--- config.mk ---
export PLATFORM = sky130hd
export DESIGN_NAME = uart_tx_cfg_flat
export DESIGN_NICKNAME = d
export VERILOG_FILES = /design/src/rtl/uart_pkg.sv /design/src/rtl/uart_tx_cfg_if.sv /design/src/rtl/uart_baud_tick.sv /design/src/rtl/uart_tx_cfg.sv /design/src/flat_wrapper.sv
export SDC_FILE = /design/constraint.sdc
export NUM_CORES = 1
export LEC_CHECK = 0
export ABC_AREA = 0
export BUFFER_PORTS_ARGS = -buffer_cell sky130_fd_sc_hd__buf_4
export CORE_ASPECT_RATIO = 0.8
export CORE_MARGIN = 2
export CORE_UTILIZATION = 50
export DETAILED_ROUTE_END_ITERATION = 6
export PLACE_DENSITY = 0.68
export SLEW_MARGIN = 20
export SYNTH_ARGS = -nofsm -noshare
export SYNTH_HDL_FRONTEND = slang
export SYNTH_HIERARCHICAL = 1
export SYNTH_SLANG_ARGS = --single-unit
--- constraint.sdc ---
create_clock -name clk -period 7.2 [get_ports clk]
set_clock_uncertainty 0.15 [all_clocks]
set_input_delay 0.36 -clock clk [delete_from_list [all_inputs] [get_ports clk]]
set_output_delay 0.36 -clock clk [all_outputs]
set_load 0.02 [all_outputs]
--- src/rtl/uart_pkg.sv ---
// Shared UART definitions: parity encodings, transmitter states and frame helpers.
// The BREAK states exist only when UART_TX_CFG_BREAK_EN is defined.
package uart_pkg;

  localparam int unsigned DATA_W_MIN = 5;
  localparam int unsigned DATA_W_MAX = 9;
  localparam int unsigned FBITS_W    = 4;

  localparam logic [1:0] PAR_NONE = 2'b00;
  localparam logic [1:0] PAR_EVEN = 2'b01;
  localparam logic [1:0] PAR_ODD  = 2'b10;

  typedef enum logic [2:0] {
    ST_IDLE    = 3'd0,
    ST_START   = 3'd1,
    ST_DATA    = 3'd2,
    ST_PARITY  = 3'd3,
    ST_STOP    = 3'd4
`ifdef UART_TX_CFG_BREAK_EN
    ,
    ST_BREAK   = 3'd5,
    ST_BRK_GAP = 3'd6
`endif
  } tx_state_e;

  typedef struct packed {
    logic [1:0] parity_mode;
    logic       stop2;
  } tx_cfg_t;

  function automatic logic parity_en(input logic [1:0] mode);
    return (mode == PAR_EVEN) || (mode == PAR_ODD);
  endfunction

  // Bit periods in one frame: start + data + optional parity + stop bits.
  function automatic logic [FBITS_W-1:0] frame_bits(input int unsigned dw,
                                                    input logic [1:0]  mode,
                                                    input logic        stop2);
    return FBITS_W'(32'(1 + dw) + 32'(parity_en(mode)) + (stop2 ? 32'd2 : 32'd1));
  endfunction

endpackage

--- src/rtl/uart_tx_cfg_if.sv ---
// Producer-side valid/ready word handshake for the UART transmitter.
interface uart_tx_cfg_if #(parameter int unsigned DATA_W = 8);
  logic              in_valid;
  logic              in_ready;
  logic [DATA_W-1:0] in_data;

  modport master (output in_valid, output in_data, input in_ready);
  modport slave  (input in_valid, input in_data, output in_ready);
endinterface

--- src/rtl/uart_baud_tick.sv ---
// Loadable bit-period counter: tick_c marks the last clock of each period,
// tick_next_c predicts whether the following clock is a period's last one.
module uart_baud_tick #(
  parameter int unsigned CNT_W = 32
) (
  input  logic             clk,
  input  logic             rst_n,
  input  logic             load_i,
  input  logic             en_i,
  input  logic [CNT_W-1:0] limit_i,
  output logic             tick_c,
  output logic             tick_next_c
);

  logic [CNT_W-1:0] cnt_q, cnt_d;

  // Count 0..limit and restart; never runs past the limit, so no wrap.
  always_comb begin
    cnt_d = cnt_q;
    if (load_i) begin
      cnt_d = '0;
    end else if (en_i) begin
      cnt_d = (cnt_q >= limit_i) ? '0 : cnt_q + CNT_W'(1);
    end
  end

  assign tick_c      = en_i && (cnt_q >= limit_i);
  assign tick_next_c = (cnt_d >= limit_i);

  always_ff @(posedge clk or negedge rst_n) begin
    if (!rst_n) begin
      cnt_q <= '0;
    end else begin
      cnt_q <= cnt_d;
    end
  end

endmodule

--- src/rtl/uart_tx_cfg.sv ---
// Configurable UART transmitter: 5..9 data bits, none/even/odd parity, 1 or 2 stop bits.
// Optional line break generation is enabled with UART_TX_CFG_BREAK_EN.
module uart_tx_cfg
  import uart_pkg::*;
#(
  parameter int unsigned DATA_W = 8,
  parameter int unsigned CNT_W  = 32
) (
  input  logic              clk,
  input  logic              rst,
  uart_tx_cfg_if.slave      in_if,
  input  logic [CNT_W-1:0]  period,
  input  logic [1:0]        parity_mode,
  input  logic              stop2,
`ifdef UART_TX_CFG_BREAK_EN
  input  logic              send_break,
`endif
  output logic              tx,
  output logic              busy,
  output logic              done
);

  localparam int unsigned BIT_W = $clog2(DATA_W);

  if (DATA_W < DATA_W_MIN || DATA_W > DATA_W_MAX) begin : g_bad_data_w
    $error("uart_tx_cfg: DATA_W out of range");
  end

  tx_state_e         state_q, state_d;
  logic [BIT_W-1:0]  bit_q, bit_d;
  logic              stop_q, stop_d;
  logic [DATA_W-1:0] data_q, data_d;
  logic [CNT_W-1:0]  per_m1_q, per_m1_d, per_m1_in;
  tx_cfg_t           cfg_q, cfg_d;
  logic              tx_q, tx_d, busy_q, busy_d, done_q, done_d;
  logic              load, bt_en, tick, tick_next;
`ifdef UART_TX_CFG_BREAK_EN
  logic [FBITS_W-1:0] brk_q, brk_d, brk_len;
  logic               brk_full;
`endif

  assign per_m1_in = (period == '0) ? '0 : period - CNT_W'(1);
  assign bt_en     = (state_q != ST_IDLE);

  uart_baud_tick #(.CNT_W(CNT_W)) u_baud (
    .clk         (clk),
    .rst_n       (rst),
    .load_i      (load),
    .en_i        (bt_en),
    .limit_i     (per_m1_q),
    .tick_c      (tick),
    .tick_next_c (tick_next)
  );

`ifdef UART_TX_CFG_BREAK_EN
  assign brk_len  = frame_bits(DATA_W, cfg_q.parity_mode, cfg_q.stop2);
  assign brk_full = (brk_q == brk_len) || (tick && (brk_q == brk_len - FBITS_W'(1)));
`endif

  always_comb begin
    state_d  = state_q;
    bit_d    = bit_q;
    stop_d   = stop_q;
    data_d   = data_q;
    per_m1_d = per_m1_q;
    cfg_d    = cfg_q;
    load     = 1'b0;
`ifdef UART_TX_CFG_BREAK_EN
    brk_d    = brk_q;
`endif
    case (state_q)
      ST_IDLE: begin
`ifdef UART_TX_CFG_BREAK_EN
        if (send_break) begin
          state_d  = ST_BREAK;
          load     = 1'b1;
          brk_d    = '0;
          per_m1_d = per_m1_in;
          cfg_d    = '{parity_mode: parity_mode, stop2: stop2};
        end else
`endif
        if (in_if.in_valid) begin
          state_d  = ST_START;
          load     = 1'b1;
          data_d   = in_if.in_data;
          per_m1_d = per_m1_in;
          cfg_d    = '{parity_mode: parity_mode, stop2: stop2};
        end
      end
      ST_START: begin
        if (tick) begin
          state_d = ST_DATA;
          bit_d   = '0;
        end
      end
      ST_DATA: begin
        if (tick) begin
          if (bit_q == BIT_W'(DATA_W - 1)) begin
            state_d = parity_en(cfg_q.parity_mode) ? ST_PARITY : ST_STOP;
            stop_d  = 1'b0;
          end else begin
            bit_d = bit_q + BIT_W'(1);
          end
        end
      end
      ST_PARITY: begin
        if (tick) begin
          state_d = ST_STOP;
          stop_d  = 1'b0;
        end
      end
      ST_STOP: begin
        if (tick) begin
          if (stop_q == cfg_q.stop2) begin
            state_d = ST_IDLE;
          end else begin
            stop_d = 1'b1;
          end
        end
      end
`ifdef UART_TX_CFG_BREAK_EN
      ST_BREAK: begin
        if (tick && brk_q != brk_len) begin
          brk_d = brk_q + FBITS_W'(1);
        end
        if (brk_full && !send_break) begin
          state_d = ST_BRK_GAP;
          load    = 1'b1;
        end
      end
      ST_BRK_GAP: begin
        if (tick) begin
          state_d = ST_IDLE;
        end
      end
`endif
      default: state_d = ST_IDLE;
    endcase

    // Outputs are registered from the next state so tx tracks state with no skew.
    tx_d = 1'b1;
    case (state_d)
      ST_START:  tx_d = 1'b0;
      ST_DATA:   tx_d = data_d[bit_d];
      ST_PARITY: tx_d = (^data_d) ^ (cfg_d.parity_mode == PAR_ODD);
`ifdef UART_TX_CFG_BREAK_EN
      ST_BREAK:  tx_d = 1'b0;
`endif
      default:   tx_d = 1'b1;
    endcase
    busy_d = (state_d != ST_IDLE);
    done_d = (state_d == ST_STOP) && (stop_d == cfg_d.stop2) && tick_next;
  end

  always_ff @(posedge clk or negedge rst) begin
    if (!rst) begin
      state_q  <= ST_IDLE;
      bit_q    <= '0;
      stop_q   <= 1'b0;
      data_q   <= '0;
      per_m1_q <= '0;
      cfg_q    <= '0;
      tx_q     <= 1'b1;
      busy_q   <= 1'b0;
      done_q   <= 1'b0;
`ifdef UART_TX_CFG_BREAK_EN
      brk_q    <= '0;
`endif
    end else begin
      state_q  <= state_d;
      bit_q    <= bit_d;
      stop_q   <= stop_d;
      data_q   <= data_d;
      per_m1_q <= per_m1_d;
      cfg_q    <= cfg_d;
      tx_q     <= tx_d;
      busy_q   <= busy_d;
      done_q   <= done_d;
`ifdef UART_TX_CFG_BREAK_EN
      brk_q    <= brk_d;
`endif
    end
  end

  assign in_if.in_ready = (state_q == ST_IDLE);
  assign tx             = tx_q;
  assign busy           = busy_q;
  assign done           = done_q;

endmodule

--- src/flat_wrapper.sv ---
// flat-port wrapper written by rule: the top's interface ports become plain ports
module uart_tx_cfg_flat import uart_pkg::*;
#(
  parameter int unsigned DATA_W = 8,
  parameter int unsigned CNT_W  = 32
)
  (clk, rst, period, parity_mode, stop2, tx, busy, done, in_if_in_valid, in_if_in_data, in_if_in_ready);
  uart_tx_cfg_if #(.DATA_W(DATA_W)) in_if_i ();
  input  logic clk;
  input  logic rst;
  input  logic [CNT_W-1:0] period;
  input  logic [1:0] parity_mode;
  input  logic stop2;
  output logic tx;
  output logic busy;
  output logic done;
  input wire logic [$bits(in_if_i.in_valid)-1:0] in_if_in_valid;
  input wire logic [$bits(in_if_i.in_data)-1:0] in_if_in_data;
  output wire logic [$bits(in_if_i.in_ready)-1:0] in_if_in_ready;
  assign in_if_i.in_valid = in_if_in_valid;
  assign in_if_i.in_data = in_if_in_data;
  assign in_if_in_ready = in_if_i.in_ready;
  uart_tx_cfg #(.DATA_W(DATA_W), .CNT_W(CNT_W)) u_core (.clk(clk), .rst(rst), .in_if(in_if_i), .period(period), .parity_mode(parity_mode), .stop2(stop2), .tx(tx), .busy(busy), .done(done));
endmodule
Yosys cells after proc, flatten, opt, wreduce, memory -nomap -nowiden:

Cells that the tools add are included.

* add/subtract/negate cells: 3
* order comparisons: 3
* eq/ne operators: 14
* multiplexer cells: 32
* bitwise gates (word level): 1
* reduce and logical (&&, ||, !) cells: 10

Operators by type and width (number)
* 2-to-1 mux 32 bit: 4
* >= comparator 32 bit: 2
* 2-to-1 mux 3 bit: 13
* adder 32 x 1 -> 32 bit (second input constant): 1
* zero test 32 bit: 1
* subtractor 32 x 1 -> 32 bit (second input constant): 1
* 2-to-1 mux 8 bit: 2
* case mux 3 bit (5 select lines): 1
* == test 3 x 2 -> 1 bit (second input constant): 4
* == test 3 bit (second input constant): 3
* 2-to-1 mux 1 bit: 8
* parity 8 bit: 1
* == test 3 x 1 -> 1 bit (second input constant): 2
* case mux 1 bit (3 select lines): 2
* case mux 3 bit (2 select lines): 1
* nonzero test 3 bit: 2
* == test 2 bit (second input constant): 2
* < comparator 3 x 4 -> 1 bit (second input constant): 1
* adder 3 x 1 -> 3 bit (second input constant): 1
* binary-select mux 1 bit (select 3 bit): 1
* logical AND 1 bit: 3
* zero test 3 bit: 1
* == test 1 bit: 2
* == test 2 x 1 -> 1 bit (second input constant): 1
* other kinds (3): 3

* register bits after elaboration: 85
* output and inout bits: 4
* word-level logic and storage cells: 74

Longest topological paths before layout:

* depth after elaboration: 9
* depth in mapped cells: 20
* depth with buffers taken out: 16

By module:

The synthesis kept the hierarchy.

By module, submodules not included
* uart_baud_tick: times used 1, cells each 345, area an instance 3293.2 µm², seq. area each 800.8 µm²
* uart_tx_cfg: times used 1, cells each 327, area an instance 2962.8 µm², seq. area each 1327.5 µm²

Worst setup path after synthesis:

OpenSTA, ideal clock, no wires.

* path kind: register -> register
* start: register u_core.state_q[0]
* end: register u_core.done_q, in the netlist u_core/done
* library setup time: 0.120 ns
* arrival time: 4.150 ns
* path slack: 2.780 ns
* cell stages (with the launch flop): 21
* period minus slack after synthesis: 4.420 ns
* cell sequence: dfrtp_1 buf_1 nor3_1 inv_1 buf_6 nand3_2 nor3_1 a22o_1 a211o_1 or4_1 buf_6 buf_12 nor2_4 ha_1 a21o_1 a21o_1 a21o_1 o2bb2ai_1 a2111oi_0 o21ai_1 and3_1

* elaborated cells between the ends (all ways): 28
* those cells by class: 1 x order compare; 6 x eq/ne; 16 x mux; 5 x reduce/logical

RTL lines
* from (decl): line uart_tx_cfg.sv:29 `tx_state_e state_q, state_d;`
* from (signal assigned): line uart_tx_cfg.sv:170 `state_q <= state_d;`
* zero test 3 bit
* net in_if_in_ready: line flat_wrapper.sv:19 `output wire logic [$bits(in_if_i.in_ready)-1:0] in_if_in_ready;`
* 2-to-1 mux 1 bit: line uart_tx_cfg.sv:71 `case (state_q)`
* 2-to-1 mux 32 bit: line uart_baud_tick.sv:20 `if (load_i) begin`
* net u_core.u_baud.cnt_d[13]: line uart_baud_tick.sv:15 `logic [CNT_W-1:0] cnt_q, cnt_d;`
* >= comparator 32 bit: line uart_baud_tick.sv:28 `assign tick_next_c = (cnt_d >= limit_i);`
* net u_core.tick_next: line uart_tx_cfg.sv:36 `logic load, bt_en, tick, tick_next;`
* logical AND 1 bit: line uart_tx_cfg.sv:152 `done_d = (state_d == ST_STOP) && (stop_d == cfg_d.stop2) && tick_next;`
* net u_core.done_d: line uart_tx_cfg.sv:35 `logic tx_q, tx_d, busy_q, busy_d, done_q, done_d;`
* to (signal assigned): line uart_tx_cfg.sv:178 `done_q <= done_d;`
* to (decl): line uart_tx_cfg.sv:35

The timed path passes the listed nets, and every way through them passes these cells.
A chain may end at the register's enable or synchronous reset.

Worst setup path in the final report:

* start: register u_core.state_q[0]
* end: register u_core.done_q, in the netlist u_core/done

* elaborated cells between the ends (all ways): 28
* those cells by class: 1 x order compare; 6 x eq/ne; 16 x mux; 5 x reduce/logical

RTL lines
* nonzero test 3 bit: line uart_tx_cfg.sv:43 `assign bt_en = (state_q != ST_IDLE);`
* net u_core.bt_en: line uart_tx_cfg.sv:36
* 2-to-1 mux 32 bit: line uart_baud_tick.sv:22 `end else if (en_i) begin`
* 2-to-1 mux 32 bit: line uart_baud_tick.sv:20
* net u_core.u_baud.cnt_d[13]: line uart_baud_tick.sv:15
* >= comparator 32 bit: line uart_baud_tick.sv:28
* net u_core.tick_next: line uart_tx_cfg.sv:36
* logical AND 1 bit: line uart_tx_cfg.sv:152
* net u_core.done_d: line uart_tx_cfg.sv:35

The timed path passes the listed nets, and every way through them passes these cells.

==> results.txt <==
- The flow ran to the end, and the final reports show no timing, DRC or antenna violations.
- The die covers 13400 um^2.
- The total area inside the core boundary comes to roughly 12000 um^2.
- Top cells by area, synth: dfrtp_1 (34%), ha_1 (14%), nand2_1 (5.5%)
- The clock reaches the later pin of the worst-skew pair after between 0.3 and 0.4 ns.
- The finished cells cover around 7000 um^2.
* Post-layout power: 0.00205 W
* Endpoint kind of the worst setup timing path: flop
- Antenna violations before repair: 0
- Yosys printed 6 warnings.
* Final Non-Filler Cells: 892
* Die X: 129 um
* Tcrit/Tclk final: between 70% and 80%
* Worst slew margin: between 30% and 40%
- The floorplan has 36 rows.
* Maximum single-stage delay on the critical path: 0.79 ns
- Clk root buf: clkbuf_16
- By startpoint and endpoint, the worst setup path is classified as reg -> reg.
- Routed length per instance: 16.3 um
- Cell count after placement: 876
- Total grt overflow: 0
- Of the synthesized area, sequential elements account for 34.0%.
* Min Tclk post-route: 5.17 ns
- The share of total power dissipated in sequential elements is a little over a third.
- The worst-case IR drop observed on VDD is 194 uV.
* CP cell instances: nor3_1 > inv_1 > nand3_2 > or4_1 > nor3_1 > o41a_1 > or4_2 > buf_4 > nor2_4 > ha_1 > a21o_1 > a21o_1 > a21o_1 > o2bb2ai_1 > a2111oi_0 > o21ai_1 > and3_1
* RSZ-0062 raised after global routing: no
* Most common flop cell mapped by yosys: dfrtp_1
- In this run the count of I/O pins placed on the die edge is 50.
- Post-CTS timing repair inserted 0 buffers for setup.
- Portion of total power attributed to the clock network: 20.7%
- Pwr dens: just under 300 nW/um^2
* Area Growth Syn to Fin: 11.7%
- Kind of start point of the critical path: flop
- No sink is reached through more buffers than the 2 on the longest clock path.
- Net switching share of the total power: roughly 40%
- DRC violations left: 0
* Ys async rst share: 100%
- Measured slew at the worst slew-check pin: 1.00 ns
- A synthesized cell averages 9.31 um^2.
* Dominant cell type by count on the critical path: a21o_1
- The initial utilization of the core area, before any placement, comes to 51.3%.
- After synthesis the cells add up to 6260 um^2.
* Worst hold path type: in -> reg
- Routed wire length: between 10000 and 15000 um
* Number of levels the H-tree was split into: 3
* Placer Congestion: roughly 0.95
* Total Negative Setup Slacks: 0 ns
* Largest delay contributor family on the critical path: simple AND/OR/NAND/NOR gates
- Clk slew on worst S/H paths: roughly 0.06 ns
- Buffers placed on the I/O ports in this run total a little under 50.
* Layout net count: 832
- Post-cts resize count: 0
* Crit path setup slack, layout: 2.03 ns
* Largest area contributor in the netlist: dfrtp_1
- In the global route stage, overall resource usage came out at ~23%.
* Placed Area: 6710 um^2
- Fraction of post-synthesis cell area in the top cell type by area: 33.6%
* Count of max-cap constraint violations: 0
- Summed over all cells, the static leakage comes to ~3.3 nW.
- Logic pwr share: 43.3%
* Number of nets still failing antenna checks after routing: 0
- Die H: 104 um
* Final slew viol count: 0
- The number of antenna diodes in the final layout is 0.
* Maximum number of pins on one net before global-route repair: 53
* Switching power of the nets: ~0.00082 W
- Detailed Routing Iterations Pass 1: 5
- Along the worst path, the maximum fanout reaches 21.
- Before CTS, the worst setup slack after placement is 2.06 ns.
- Number of buffers and inverters on the critical path: 2
* Detailed placement HPWL: 11500 um
* Number of failing setup endpoints in the final timing report: 0
- The number of global-route vias before repair is just under 5k.
- Number of failing hold endpoints at the final stage: 0
* Proportion of layout cells with a drive suffix above 1: between 15 and 20%
* Worst EP required: 7.28 ns
* Signal arrival time at the worst endpoint: 5.25 ns
- The internal portion of the total power is 0.00123 W.
- Synthesized flop and latch total: 85
- First-pass GRT wire length: between 20000 and 25000 um
* Count of flip-flops with a built-in enable after synthesis: 0
- Gate Count Post-Synth: 672
- TritonCTS built the clock tree.
* Starting DRT DRC Count: 229
- Number of vias per cell after detailed routing: 5.52
- Counting distinct cell types in the post-synthesis netlist gives 70.
- Counting every net in the synthesized netlist gives slightly below 800.
- Routed via count: around 4.9k
- Buffers inserted during clock tree synthesis total 9.
- Slowest library cell on the worst path: or4_2
- Timing would allow up to 194 MHz.
- The tree built by TritonCTS fans out to 85 sinks.
## Yosys cell counts (2+ instances only)
master / count
a2111oi_0: 2
a211o_1: 3
a21o_1: 14
a21oi_1: 29
a221oi_1: 2
a31oi_1: 2
and2_1: 2
and3_1: 9
and4_1: 6
buf_12: 3
buf_4: 2
buf_6: 3
clkbuf_1: 9
dfrtp_1: 84
ha_1: 69
inv_1: 48
nand2_1: 91
nand2b_1: 7
nand3_1: 21
nand4_1: 19
nor2_1: 22
nor2_4: 29
nor2b_1: 3
nor3_1: 16
nor3b_1: 2
nor4_1: 12
o21ai_0: 35
o21ai_1: 3
o2bb2ai_1: 2
o31ai_1: 9
or3_1: 6
or3_4: 2
or4_1: 2
or4_4: 2
xnor2_1: 36
xor2_1: 32
## metal layers
layer	share of wire, %	wire, um	global-route usage (%)
met5	0	0	0
met4	1.4	201	5.98
met3	6.0	877	4.78
met2	41	5930	32.1
met1	52	7510	35.5
## worst min-delay path, stage by stage
cell     delay (ns)
buf_4          0.08
nand2_1        0.04
nand2_1        0.04
## what timing repair did
action,in CTS,in global routing
hold buffers,1,0
endpoints found under the hold margin,37,0
endpoints found under the setup margin,0,0
## cells by family after synthesis
group | count (synthesis) | share of synthesized area (%)
simple gates | 264 | 24.9
compound gates | 114 | 11.4
flops | 85 | 34.0
fa+ha+maj | 69 | 13.8
xor+xnor | 68 | 9.52
buf+inv | 68 | 5.36
mux | 4 | 0.940
## cell type report
type / instances / area [um^2]
repair buffers: 53 / 400
fillers: 1080 / 5220
clock inverters: 5 / 37.5
well taps: 171 / 214
clock buffers: 10 / 229
inverters: 49 / 184
multi-input cells: 519 / 3790
flip-flops and latches: 85 / 2130
## state kept, by name, indices dropped and copies added, names as in the netlist
name	count
u_core/bit_q	3
u_core/busy	1
u_core/cfg_q	3
u_core/data_q	8
u_core/done	1
u_core/per_m1_q	32
u_core/state_q	3
u_core/stop_q	1
u_core/tx	1
u_core/u_baud/cnt_q	32
## per-stage QoR
step	util (%)	hold WS, ns
2_1_floorplan	-	-0.0856
3_3_place_gp	55.0	0.214
3_5_place_dp	55.0	0.218
4_1_cts	57.2	0.0506
5_1_grt	57.2	0.0657
6_report	57.2	0.0652
## placed cells by master, fill, tap and decap left out, types with 19 or more instances in the layout
cell type and n:
nor2_1 22, a21oi_1 29, inv_1 48, o21ai_0 35, xor2_1 32, nand4_1 19, buf_4 52, nand3_1 21
nand2_1 91, dfrtp_1 84, ha_1 69, nor2_4 29, xnor2_1 36
## power by group through the flow
stage               registers (W)  logic [W]  clock network [W]
floorplan                0.000710   0.000669                  0
global placement         0.000731   0.000857                  0
detailed placement       0.000744   0.000875                  0
CTS                      0.000736   0.000884           0.000440
global route             0.000759   0.000998           0.000456
finish                   0.000737   0.000886           0.000424
## worst paths after layout
kind                                           startpoint                          endpoint  slack, ns  cells after the start
setup / recovery              u_core/state_q[0]$_DFF_PN0_             u_core/done$_DFF_PN0_       2.03                     17
hold / removal                           in_if_in_data[3]        u_core/data_q[3]$_DFF_PN0_       0.07                      3
setup reg to reg              u_core/state_q[0]$_DFF_PN0_             u_core/done$_DFF_PN0_       2.03                     17
max in group asynchronous                             rst   u_core/per_m1_q[13]$_DFFE_PN0P_       5.54                      3
hold reg to reg            u_core/per_m1_q[3]$_DFFE_PN0P_    u_core/per_m1_q[3]$_DFFE_PN0P_       0.33                      2
min in group asynchronous                             rst  u_core/u_baud/cnt_q[9]$_DFF_PN0_       0.38                      2
No activity file was read; power rests on OpenSTA's default activity.
